## src/rtl/context_ctrl_pkg.sv

```systemverilog
// Shared types and constants for the process context-switch controller.
package context_ctrl_pkg;

    localparam int ADDR_W = 10;

    typedef enum logic [2:0] {
        OS_RUN,
        RESTORE,
        PROC_RUN,
        SAVE,
        RETURN
    } state_t;

    localparam logic [1:0] CAUSE_NONE    = 2'd0;
    localparam logic [1:0] CAUSE_QUANTUM = 2'd1;
    localparam logic [1:0] CAUSE_SYSCALL = 2'd2;
    localparam logic [1:0] CAUSE_END     = 2'd3;

endpackage

```

## src/rtl/context_ctrl_ctx_table.sv

```systemverilog
// Saved-PC register file: one write port, one combinational read port,
// synchronous reset of every entry to zero.
module ctx_table #(
    parameter int NPROC  = 4,
    parameter int ADDR_W = 10
) (
    input  logic                     clk,
    input  logic                     reset,
    input  logic                     wr_en,
    input  logic [$clog2(NPROC)-1:0] wr_slot,
    input  logic [ADDR_W-1:0]        wr_addr,
    input  logic [$clog2(NPROC)-1:0] rd_slot,
    output logic [ADDR_W-1:0]        rd_addr
);

    logic [ADDR_W-1:0] mem [NPROC];

    // NOTE: this table is small and must read as 0 after reset, so every entry
    // is cleared; large RAM-style storage is normally left unreset.
    always_ff @(posedge clk) begin
        if (reset) begin
            for (int i = 0; i < NPROC; i++) begin
                mem[i] <= '0;
            end
        end else if (wr_en) begin
            mem[wr_slot] <= wr_addr;
        end
    end

    assign rd_addr = mem[rd_slot];

endmodule

```

## src/rtl/context_ctrl.sv

```systemverilog
// Scheduling-side controller that switches the PC block between the OS and
// process contexts, restoring and saving per-slot process PCs.
module context_ctrl #(
    parameter int NPROC   = 4,
    parameter int QUANTUM = 16,
    parameter int ADDR_W  = context_ctrl_pkg::ADDR_W
) (
    input  logic                     clk,
    input  logic                     reset,
    input  logic                     load_en,
    input  logic [$clog2(NPROC)-1:0] load_slot,
    input  logic [ADDR_W-1:0]        load_addr,
    input  logic                     os_dispatch,
    input  logic [$clog2(NPROC)-1:0] disp_slot,
    input  logic                     syscall,
    input  logic                     proc_end,
    input  logic [ADDR_W-1:0]        proc_pc,
    output logic                     proc_num,
    output logic                     hlt,
    output logic                     pc_ovr_en,
    output logic [ADDR_W-1:0]        pc_ovr_addr,
    output logic [$clog2(NPROC)-1:0] cur_slot,
    output logic [1:0]               cause,
    output logic                     irq_os,
    output logic [NPROC-1:0]         slot_valid
);

    import context_ctrl_pkg::*;

    localparam int                SLOT_W = $clog2(NPROC);
    localparam int                CNT_W  = $clog2(QUANTUM);
    localparam logic [CNT_W-1:0]  QMAX   = CNT_W'(QUANTUM - 1);

    state_t             state, state_next;
    logic [CNT_W-1:0]   cnt;
    logic               busy, load_ok, disp_ok, trap_exit;

    // A load arriving during SAVE is parked here because SAVE owns the write port.
    logic               pend_vld;
    logic [SLOT_W-1:0]  pend_slot;
    logic [ADDR_W-1:0]  pend_addr;
    logic               pend_take, pend_clr;

    logic               wr_en;
    logic [SLOT_W-1:0]  wr_slot;
    logic [ADDR_W-1:0]  wr_addr;
    logic [ADDR_W-1:0]  tbl_rd;

    assign busy      = (state == RESTORE) || (state == PROC_RUN) || (state == SAVE);
    assign load_ok   = load_en && !(busy && (load_slot == cur_slot));
    assign disp_ok   = slot_valid[disp_slot] || (load_ok && (load_slot == disp_slot));
    assign trap_exit = proc_end || syscall || (cnt == '0);

    // NOTE: combinational blocks assign every output a default first so no
    // path through the case statement can infer a latch.
    always_comb begin
        state_next = state;
        proc_num   = 1'b0;
        hlt        = 1'b0;
        pc_ovr_en  = 1'b0;
        irq_os     = 1'b0;
        case (state)
            OS_RUN: begin
                if (os_dispatch && disp_ok) state_next = RESTORE;
            end
            RESTORE: begin
                proc_num   = 1'b1;
                pc_ovr_en  = 1'b1;
                state_next = PROC_RUN;
            end
            PROC_RUN: begin
                proc_num = 1'b1;
                if (trap_exit) state_next = SAVE;
            end
            SAVE: begin
                proc_num   = 1'b1;
                hlt        = 1'b1;
                state_next = RETURN;
            end
            RETURN: begin
                irq_os     = 1'b1;
                state_next = OS_RUN;
            end
            default: state_next = OS_RUN;
        endcase
    end

    // Write-port arbitration: SAVE first, then a parked load, then a fresh load.
    always_comb begin
        wr_en     = 1'b0;
        wr_slot   = load_slot;
        wr_addr   = load_addr;
        pend_take = 1'b0;
        pend_clr  = 1'b0;
        if (state == SAVE) begin
            wr_en     = 1'b1;
            wr_slot   = cur_slot;
            wr_addr   = proc_pc;
            pend_take = load_ok;
            pend_clr  = pend_vld && (pend_slot == cur_slot);
        end else if (pend_vld) begin
            wr_en    = 1'b1;
            pend_clr = 1'b1;
            if (load_ok && (load_slot == pend_slot)) begin
                wr_slot = load_slot;
                wr_addr = load_addr;
            end else begin
                wr_slot   = pend_slot;
                wr_addr   = pend_addr;
                pend_take = load_ok;
            end
        end else if (load_ok) begin
            wr_en = 1'b1;
        end
    end

    ctx_table #(
        .NPROC  (NPROC),
        .ADDR_W (ADDR_W)
    ) u_ctx_table (
        .clk     (clk),
        .reset   (reset),
        .wr_en   (wr_en),
        .wr_slot (wr_slot),
        .wr_addr (wr_addr),
        .rd_slot (cur_slot),
        .rd_addr (tbl_rd)
    );

    always_comb begin
        pc_ovr_addr = '0;
        if (pc_ovr_en) begin
            pc_ovr_addr = (pend_vld && (pend_slot == cur_slot)) ? pend_addr : tbl_rd;
        end
    end

    // NOTE: all state is updated with non-blocking assignments so every
    // register samples pre-edge values regardless of statement order.
    always_ff @(posedge clk) begin
        if (reset) begin
            state      <= OS_RUN;
            cnt        <= '0;
            cur_slot   <= '0;
            cause      <= CAUSE_NONE;
            slot_valid <= '0;
            pend_vld   <= 1'b0;
            pend_slot  <= '0;
            pend_addr  <= '0;
        end else begin
            state <= state_next;

            if (state == OS_RUN && os_dispatch && disp_ok) begin
                cur_slot <= disp_slot;
                cause    <= CAUSE_NONE;
            end

            if (state == RESTORE) begin
                cnt <= QMAX;
            end else if (state == PROC_RUN && cnt != '0) begin
                cnt <= cnt - CNT_W'(1);
            end

            if (state == PROC_RUN) begin
                if (proc_end)       cause <= CAUSE_END;
                else if (syscall)   cause <= CAUSE_SYSCALL;
                else if (cnt == '0) cause <= CAUSE_QUANTUM;
            end

            if (load_ok) slot_valid[load_slot] <= 1'b1;
            if (state == SAVE && cause == CAUSE_END) slot_valid[cur_slot] <= 1'b0;

            if (pend_take) begin
                pend_vld  <= 1'b1;
                pend_slot <= load_slot;
                pend_addr <= load_addr;
            end else if (pend_clr) begin
                pend_vld <= 1'b0;
            end
        end
    end

endmodule

```

## config.mk

```make
export PLATFORM = sky130hd
export DESIGN_NAME = context_ctrl
export DESIGN_NICKNAME = d
export VERILOG_FILES = /design/src/rtl/context_ctrl_pkg.sv /design/src/rtl/context_ctrl_ctx_table.sv /design/src/rtl/context_ctrl.sv
export SDC_FILE = /design/constraint.sdc
export NUM_CORES = 1
export LEC_CHECK = 0
export ABC_AREA = 1
export CAP_MARGIN = 20
export CORE_MARGIN = 2
export CORE_UTILIZATION = 35
export CTS_CLUSTER_SIZE = 20
export DETAILED_ROUTE_END_ITERATION = 16
export GPL_TIMING_DRIVEN = 1
export PLACE_DENSITY = 0.66
export SYNTH_ARGS = -nofsm -noshare
export SYNTH_HDL_FRONTEND = slang
export SYNTH_SLANG_ARGS = --single-unit
```

## constraint.sdc

```tcl
create_clock -name clk -period 3.7 [get_ports clk]
set_input_delay 0.925 -clock clk [delete_from_list [all_inputs] [get_ports clk]]
set_output_delay 0.925 -clock clk [all_outputs]
set_load 0.01 [all_outputs]
```

==> metrics.csv, run 1 <==
metric,value,unit
Hold Slack,478,ps
vias in the first global route,3232,
port bufs,51,
Die Height,107,µm
clock latency on the worst-skew pair,350,ps
sequential cell fraction of total power,44.6,%
Synth Area in XOR/XNOR,1.64,%
GPL Wtd Cong,0.830,
hold_buf cts,0,
startpoint types,flip-flop,
max incr delay on CP,560,ps
row cnt,37,
clock-pin slew on the worst setup and hold paths,80,ps
"FFs w/ async S/R, synth",0,%
initial core utilization,36.1,%
routed len/inst,14.0,µm
run status,"finished, final reports clean",
leakage power,1.89,nW
Synth Flop Type,edfxtp_1,
Synth Area in Simple Gates,25.8,%
Critical Path AT,2330,ps
final period utilization,88.0,%
RSZ-0062 raised after global routing,no,
grt ovf,0,
internal power,1.46,mW
"Distinct cells, synth",30,
Die Wd,107,µm
switch share,30.1,%
Post-Syn Area,3750,µm²
Pwr per Cell Area,457,nW/µm²
CTS Buf Count,9,
setup TNS,0,ps
clk_skew,14.5,ps
MaxCap Viol Count,0,
Layout Area Growth over Synthesis,21.9,%
initial antenna violation count,0,
CTS tree,done,
number of DRC markers in iteration 0,180,
DR pass1 iterations,4,
Max Root-Sink Buffers,2,
worst endpoint required time,2770,ps
Diodes inserted,0,
CTS H-tree lvls,3,
"Slew Viols, Final",0,
Fillers,1056,
Max-slew headroom,56.1,%
Detailed Route WL,9130,µm
via/cell ratio,4.87,
final hold vios,0,
clock root cell,clkbuf_8,
Antenna Nets Post-Route,0,
pin count of the biggest net entering global routing,26,
fmax,307,MHz
number of synthesized flops with an enable pin,40,
Clk pwr share,33.8,%
combinational share of power,21.6,%
Multi-input gate area,1580,µm²
HPWL after DPL,6890,µm
post-synthesis mux area share,0,%
most frequent cells in the layout,"nor2_1, nand2_1, inv_1, o21ai_0, clkdlybuf4s50_1",
core area,10400,µm²
#FFs+latches synth,70,
adder-cell area share of the yosys netlist,0.334,%
CP Cell Sequence,inv_1 > nor3_1 > inv_2 > nor2_1 > clkdlybuf4s50_1,
first-pass GRT wire length,15200,µm
post-layout min period,3250,ps
Finish-stage setup viols,0,
"Seq/Total Area, Yosys",48.1,%
"Setup Fix Bufs, Post-CTS",0,
Worst IR Drop VDD,0.000273,V
IO Pins,52,
fin area,4570,µm²
CP endpoint kind,output port,
post-CTS sizing,0,
fin nets,542,
"commonest non-fill, non-tap cell in the layout",nor2_1,
Worst Tran Pin Value,658,ps
Compound-Gate Fraction of Synth Area,14.4,%
crit path max fanout,12,
sequential cell area,1800,µm²
total global-route track usage,16.9,%
dpl cell area,4340,µm²
Ys Warns,0,
Mapped Avg Cell Area,8.02,µm²
vias,3176,
switching power,0.627,mW
slowest CP cell,clkdlybuf4s50_1,
synthesized instance count,467,
DRC,0,
syn_nets,498,
largest family of logic cells by synthesized area,simple AND/OR/NAND/NOR gates,
WS Path Type,flip-flop to output port,
Sink Count,70,
layout cell share with drive strength beyond 1,12.6,%
die area,11500,µm²
hold crit path type,flip-flop to flip-flop,
==> per-stage QoR <==
stage | total power [mW] | worst slack, ps | std cells | utilization [%]
2_1_floorplan | 1.23 | 1270 | 467 | -
3_3_place_gp | 1.39 | 509 | 636 | 41.8
3_5_place_dp | 1.40 | 388 | 636 | 41.8
4_1_cts | 2.11 | 369 | 652 | 44.1
5_1_grt | 2.20 | 215 | 652 | 44.1
6_report | 2.09 | 445 | 652 | 44.1
==> synth_stat cells, types with 4 or more instances <==
library cell | number | share of area, %
clkbuf_1 | 11 | 1.1
nor3_1 | 8 | 1.1
a21oi_1 | 20 | 2.7
nand2_2 | 11 | 1.8
edfxtp_1 | 40 | 32
inv_2 | 5 | 0.50
o211ai_1 | 10 | 2.0
xor2_1 | 4 | 0.94
buf_4 | 5 | 1.0
nand3_2 | 12 | 3.2
nand2_1 | 54 | 5.4
dfxtp_1 | 30 | 16
a211oi_1 | 4 | 0.80
nor2_2 | 6 | 1.0
nand2_4 | 4 | 1.2
inv_1 | 53 | 5.3
nor2_1 | 100 | 10
nand3_1 | 11 | 1.5
o21ai_1 | 4 | 0.53
o21ai_0 | 51 | 6.8
buf_2 | 7 | 0.94
==> worst max-delay path, delay by kind of cell, from the launching register on <==
| family | cells | cell delay, ps |
|---|---|---|
| buffers and inverters | 3 | 870 |
| AND/OR/NAND/NOR | 2 | 700 |
| flip-flops | 1 | 410 |
==> layer usage <==
| layer | global-route usage (%) | wire (µm) |
|---|---|---|
| met5 | 0 | 0 |
| met1 | 20.7 | 3990 |
| met4 | 4.12 | 118 |
| met2 | 29.5 | 4500 |
| met3 | 4.60 | 520 |
==> power groups by stage <==
| stage | combinational, mW | clock (mW) | sequential (mW) |
|---|---|---|---|
| final | 0.450 | 0.705 | 0.930 |
| after global routing | 0.510 | 0.748 | 0.939 |
| after CTS | 0.455 | 0.721 | 0.931 |
| after detailed placement | 0.453 | 0 | 0.949 |
| after global placement | 0.444 | 0 | 0.946 |
| after floorplan | 0.297 | 0 | 0.933 |
==> flip-flops by register name, indices dropped and copies added, names as in the netlist, named ones only <==
register and cells:
u_ctx_table.mem 40, pend_addr 10, cnt 4, slot_valid 4
state 3, cause 2, cur_slot 2, pend_slot 2
pend_vld 1
==> cell type report <==
type / instances / area share, %
clock buffer: 9 / 2.71
clock inverter: 7 / 2.30
inverter: 58 / 4.77
multi-input combinational: 313 / 34.6
sequential: 70 / 39.4
tap: 136 / 3.73
timing repair buffer: 59 / 12.5
==> final timing paths <==
kind                        startpoint                                  end  slack [ps]  cells after the start
min          pend_addr[9]$_SDFFE_PP0P_            pend_addr[9]$_SDFFE_PP0P_         480                      2
min reg2reg  pend_addr[9]$_SDFFE_PP0P_            pend_addr[9]$_SDFFE_PP0P_         480                      2
max reg2reg      state[2]$_SDFFE_PP0P_  u_ctx_table.mem[1][3]$_SDFFCE_PN0P_        1340                     10
max              state[0]$_SDFFE_PP0P_                       pc_ovr_addr[9]         450                      5
==> cells by family after synthesis <==
family | Yosys count
adders and majority gates | 1
xor gates and xnor gates | 7
AOI/OAI and AO/OA | 97
buffers and inverters | 84
DFF | 70
and+or+nand+nor | 208
Note: power is estimated with default switching activity, not from simulation.
==> run 2, diff against run 1 <==
clock period = 3.6 ns   (was 3.7 ns; I/O delays follow)
==> run 2 against run 1 <==
Against the previous run: via count down 0.47%; global-route usage down 0.62 points; clock skew fell by 2.3 ps; clock-buffer cell count increased by 2; critical path type unchanged; first-iteration DRC count shrank 16%; sequential power increased by 2.8%; power rose by 0.91%.
==> metrics.csv, run 2 (synthesized netlist as in run 1, its figures left out) <==
metric,value,unit
number of DRC markers in iteration 0,151,
clk_skew,12.2,ps
Max Root-Sink Buffers,2,
MaxCap Viol Count,0,
DRC,0,
final hold vios,0,
worst endpoint required time,2700,ps
Die Wd,107,µm
leading registers by flop count,"u_ctx_table.mem (40), pend_addr (10)",
clock root cell,clkbuf_8,
crit path max fanout,12,
CTS Buf Count,9,
routed len/inst,13.7,µm
Worst IR Drop VDD,0.000234,V
RSZ-0062 raised after global routing,no,
most frequent cells in the layout,"nor2_1, nand2_1, inv_1, o21ai_0, clkdlybuf4s50_1",
DR pass1 iterations,4,
"commonest non-fill, non-tap cell in the layout",nor2_1,
hold_buf cts,0,
via/cell ratio,4.84,
Layout Area Growth over Synthesis,21.8,%
Die Height,107,µm
die area,11500,µm²
Detailed Route WL,8930,µm
clock latency on the worst-skew pair,350,ps
fmax,308,MHz
IO Pins,52,
initial antenna violation count,0,
leakage power,1.89,nW
grt ovf,0,
Antenna Nets Post-Route,0,
GPL Wtd Cong,0.816,
CP endpoint kind,output port,
Max-slew headroom,55.6,%
run status,"finished, final reports clean",
post-CTS sizing,0,
Max Used Layer,met4,
startpoint types,flip-flop,
total global-route track usage,16.3,%
Sink Count,70,
CTS tree,done,
"Setup Fix Bufs, Post-CTS",0,
clock-pin slew on the worst setup and hold paths,70,ps
vias,3161,
port bufs,51,
final period utilization,90.3,%
layout cell share with drive strength beyond 1,12.4,%
Pwr per Cell Area,461,nW/µm²
vias in the first global route,3021,
pin count of the biggest net entering global routing,26,
setup TNS,0,ps
Reg with most FFs,u_ctx_table.mem,
Critical Path AT,2350,ps
reg2reg path depth,8,
initial core utilization,36.1,%
HPWL after DPL,6570,µm
fin nets,543,
core area,10400,µm²
Diodes inserted,0,
met2 wire len,4390,µm
post-layout min period,3250,ps
DR WL met3,544,µm
WS Path Type,flip-flop to output port,
Worst Tran Pin Value,661,ps
max reg flops,40,
first-pass GRT wire length,14500,µm
"Core Util, Final",44.0,%
"Slew Viols, Final",0,
row cnt,37,
Hold Path Depth,2,
hold crit path type,flip-flop to flip-flop,
final worst setup slack,350,ps
CTS H-tree lvls,3,
pre-CTS setup slack,280,ps
M1 wire length,3910,µm
Finish-stage setup viols,0,
==> run 2: critical path, stage by stage, from the launching register on <==
cell	delay (ps)
dfxtp_1	400
inv_1	60
nor3_1	510
inv_2	270
nor2_1	200
clkdlybuf4s50_1	560
==> run 2: through the flow <==
| stage | instances | instance area (µm²) | hold slack [ps] | power (mW) |
|---|---|---|---|---|
| 2_1_floorplan | 467 | 3750 | 441 | 1.26 |
| 3_3_place_gp | 637 | 4350 | 452 | 1.43 |
| 3_5_place_dp | 637 | 4350 | 466 | 1.44 |
| 4_1_cts | 653 | 4560 | 475 | 2.13 |
| 5_1_grt | 653 | 4560 | 500 | 2.22 |
| 6_report | 653 | 4560 | 468 | 2.10 |
==> run 2: path summary, 6_finish.rpt <==
| check | endpoint | slack (ps) | start |
|---|---|---|---|
| setup / recovery | pc_ovr_addr[6] | 350 | state[0]$_SDFFE_PP0P_ |
| setup reg to reg | u_ctx_table.mem[2][8]$_SDFFCE_PN0P_ | 1250 | state[1]$_SDFFE_PP0P_ |
| hold reg to reg | cnt[0]$_SDFFE_PP0P_ | 470 | cnt[0]$_SDFFE_PP0P_ |
| hold / removal | cnt[0]$_SDFFE_PP0P_ | 470 | cnt[0]$_SDFFE_PP0P_ |
==> run 2: routing by layer <==
metal  up-vias  GRT usage [%]
met1      1463           20.0
li1       1608              -
met5         -              0
met3         7           5.08
met4         0           3.39
met2        83           28.2
==> run 2: power by group <==
part,switching (mW),internal (mW),total (mW)
Clock,0.297,0.392,0.689
Sequential,0.0443,0.911,0.956
Combinational,0.271,0.189,0.460
==> run 2: area by class of cell <==
class	instances	area (µm²)
fill	1069	5810
sequential	70	1800
multi-input combinational	313	1580
timing repair buffer	60	578
inverter	58	218
tap	136	170
clock buffer	11	131
clock inverter	5	83.8
==> run 3, diff against run 2 <==
REMOVE_ABC_BUFFERS = 1   (was default)
clock period = 3.95 ns   (was 3.6 ns; I/O delays follow)
==> run 3 against run 2 <==
Against the previous run: register-to-register slack improved by 30 ps; global-route usage grew 0.42 points; worst hold slack worse by 5.6 ps; sequential power down 8.8%; sequential cell count stayed put; worst setup slack gained 200 ps; sequential share of layout area rose by 0.19 points; non-clock buffer count fell by 4; combinational power shrank 9.6%; largest power group unchanged.
==> metrics.csv, run 3 (synthesized netlist as in run 1, its figures left out) <==
metric,value,unit
setup TNS,0,ps
"commonest non-fill, non-tap cell in the layout",nor2_1,
post-layout min period,3400,ps
leakage power,1.88,nW
worst hold start,cnt[0]$_SDFFE_PP0P_,
fin nets,539,
Die Wd,107,µm
layout cell share with drive strength beyond 1,11.7,%
Fillers,1058,
core area,10400,µm²
post-CTS sizing,0,
fmax,294,MHz
WS Path Type,flip-flop to output port,
clk_skew,7.88,ps
total global-route track usage,16.7,%
leading registers by flop count,"u_ctx_table.mem (40), pend_addr (10)",
Diodes inserted,0,
RSZ-0062 raised after global routing,no,
final worst setup slack,553,ps
startpoint types,flip-flop,
most frequent cells in the layout,"nor2_1, nand2_1, inv_1, o21ai_0, clkdlybuf4s50_1",
internal power,1.39,mW
RR Startpoint,state[1]$_SDFFE_PP0P_,
pin count of the biggest net entering global routing,26,
IO Pins,52,
sequential cell fraction of total power,44.9,%
worst endpoint required time,2960,ps
Pwr per Cell Area,427,nW/µm²
via/cell ratio,4.88,
Multi-input gate area,1580,µm²
pre-CTS setup slack,498,ps
CTS Buf Count,9,
initial antenna violation count,0,
switching power,0.552,mW
MaxCap Viol Count,0,
row cnt,37,
first-pass GRT wire length,14800,µm
DRC,0,
final hold vios,0,
number of DRC markers in iteration 0,170,
Worst Tran Pin Value,765,ps
"Slew Viols, Final",0,
routed len/inst,14.1,µm
grt ovf,0,
HPWL after DPL,6450,µm
Setup crit start,state[0]$_SDFFE_PP0P_,
"Setup Fix Bufs, Post-CTS",0,
Antenna Nets Post-Route,0,
run status,"finished, final reports clean",
Critical Path AT,2410,ps
Reg with most FFs,u_ctx_table.mem,
Clk pwr share,33.6,%
Die Height,107,µm
clock latency on the worst-skew pair,340,ps
Total Power,1.94,mW
Finish-stage setup viols,0,
final period utilization,86.0,%
DR pass1 iterations,5,
Max-slew headroom,48.6,%
sequential cell area,1800,µm²
clock-pin slew on the worst setup and hold paths,70,ps
Max Root-Sink Buffers,2,
Finished Layout Cells,649,
Layout Area Growth over Synthesis,21.2,%
max reg flops,40,
hold_buf cts,0,
Placed Cells,633,
hold crit path type,flip-flop to flip-flop,
GPL Wtd Cong,0.820,
initial core utilization,36.1,%
port bufs,51,
dpl cell area,4320,µm²
die area,11500,µm²
CP endpoint kind,output port,
vias,3165,
clock root cell,clkbuf_8,
Sink Count,70,
combinational share of power,21.5,%
Worst IR Drop VDD,0.000171,V
CTS H-tree lvls,3,
fin area,4540,µm²
switch share,28.5,%
crit path max fanout,12,
CTS tree,done,
vias in the first global route,2945,
Detailed Route WL,9130,µm
-- run 3: through the flow --
stage	hold slack (ps)	util, %
2_1_floorplan	439	-
4_1_cts	466	43.8
6_report	462	43.8
3_3_place_gp	452	41.6
3_5_place_dp	455	41.6
5_1_grt	488	43.8
-- run 3: layer usage --
metal  part of all wire (%)  vias to the layer above  global-route usage, %  wire [µm]
met5                      0                        -                      0          0
met2                     49                       96                   28.2       4470
li1                       -                     1601                      -          -
met4                    1.3                        0                   5.31        119
met1                     43                     1459                   21.6       3920
met3                    6.8                        9                   3.21        619
-- run 3: worst max-delay path: stages, from the launching register on --
cell and delay [ps]:
dfxtp_1 400, inv_1 60, nor3_1 590, inv_2 290
nor2_1 170, clkdlybuf4s50_1 560
-- run 3: path summary, 6_finish.rpt --
check,end,slack (ps),cells past startpoint
min,cnt[0]$_SDFFE_PP0P_,460,2
min reg2reg,cnt[0]$_SDFFE_PP0P_,460,2
max,pc_ovr_addr[0],550,5
max reg2reg,u_ctx_table.mem[2][6]$_SDFFCE_PN0P_,1280,7
-- run 3: power by group through the flow --
stage	Sequential [mW]	Clock (mW)	Combinational, mW
4_1_cts	0.871	0.661	0.421
2_1_floorplan	0.883	0	0.250
5_1_grt	0.881	0.691	0.465
6_report	0.872	0.653	0.416
3_5_place_dp	0.888	0	0.418
3_3_place_gp	0.886	0	0.411
-- run 3: final cells by class --
class | instances | area share [%]
Sequential cell | 70 | 39.7
Multi-Input combinational cell | 313 | 34.8
Timing Repair Buffer | 56 | 12.1
Inverter | 58 | 4.79
Tap cell | 136 | 3.75
Clock buffer | 12 | 3.42
Clock inverter | 4 | 1.52
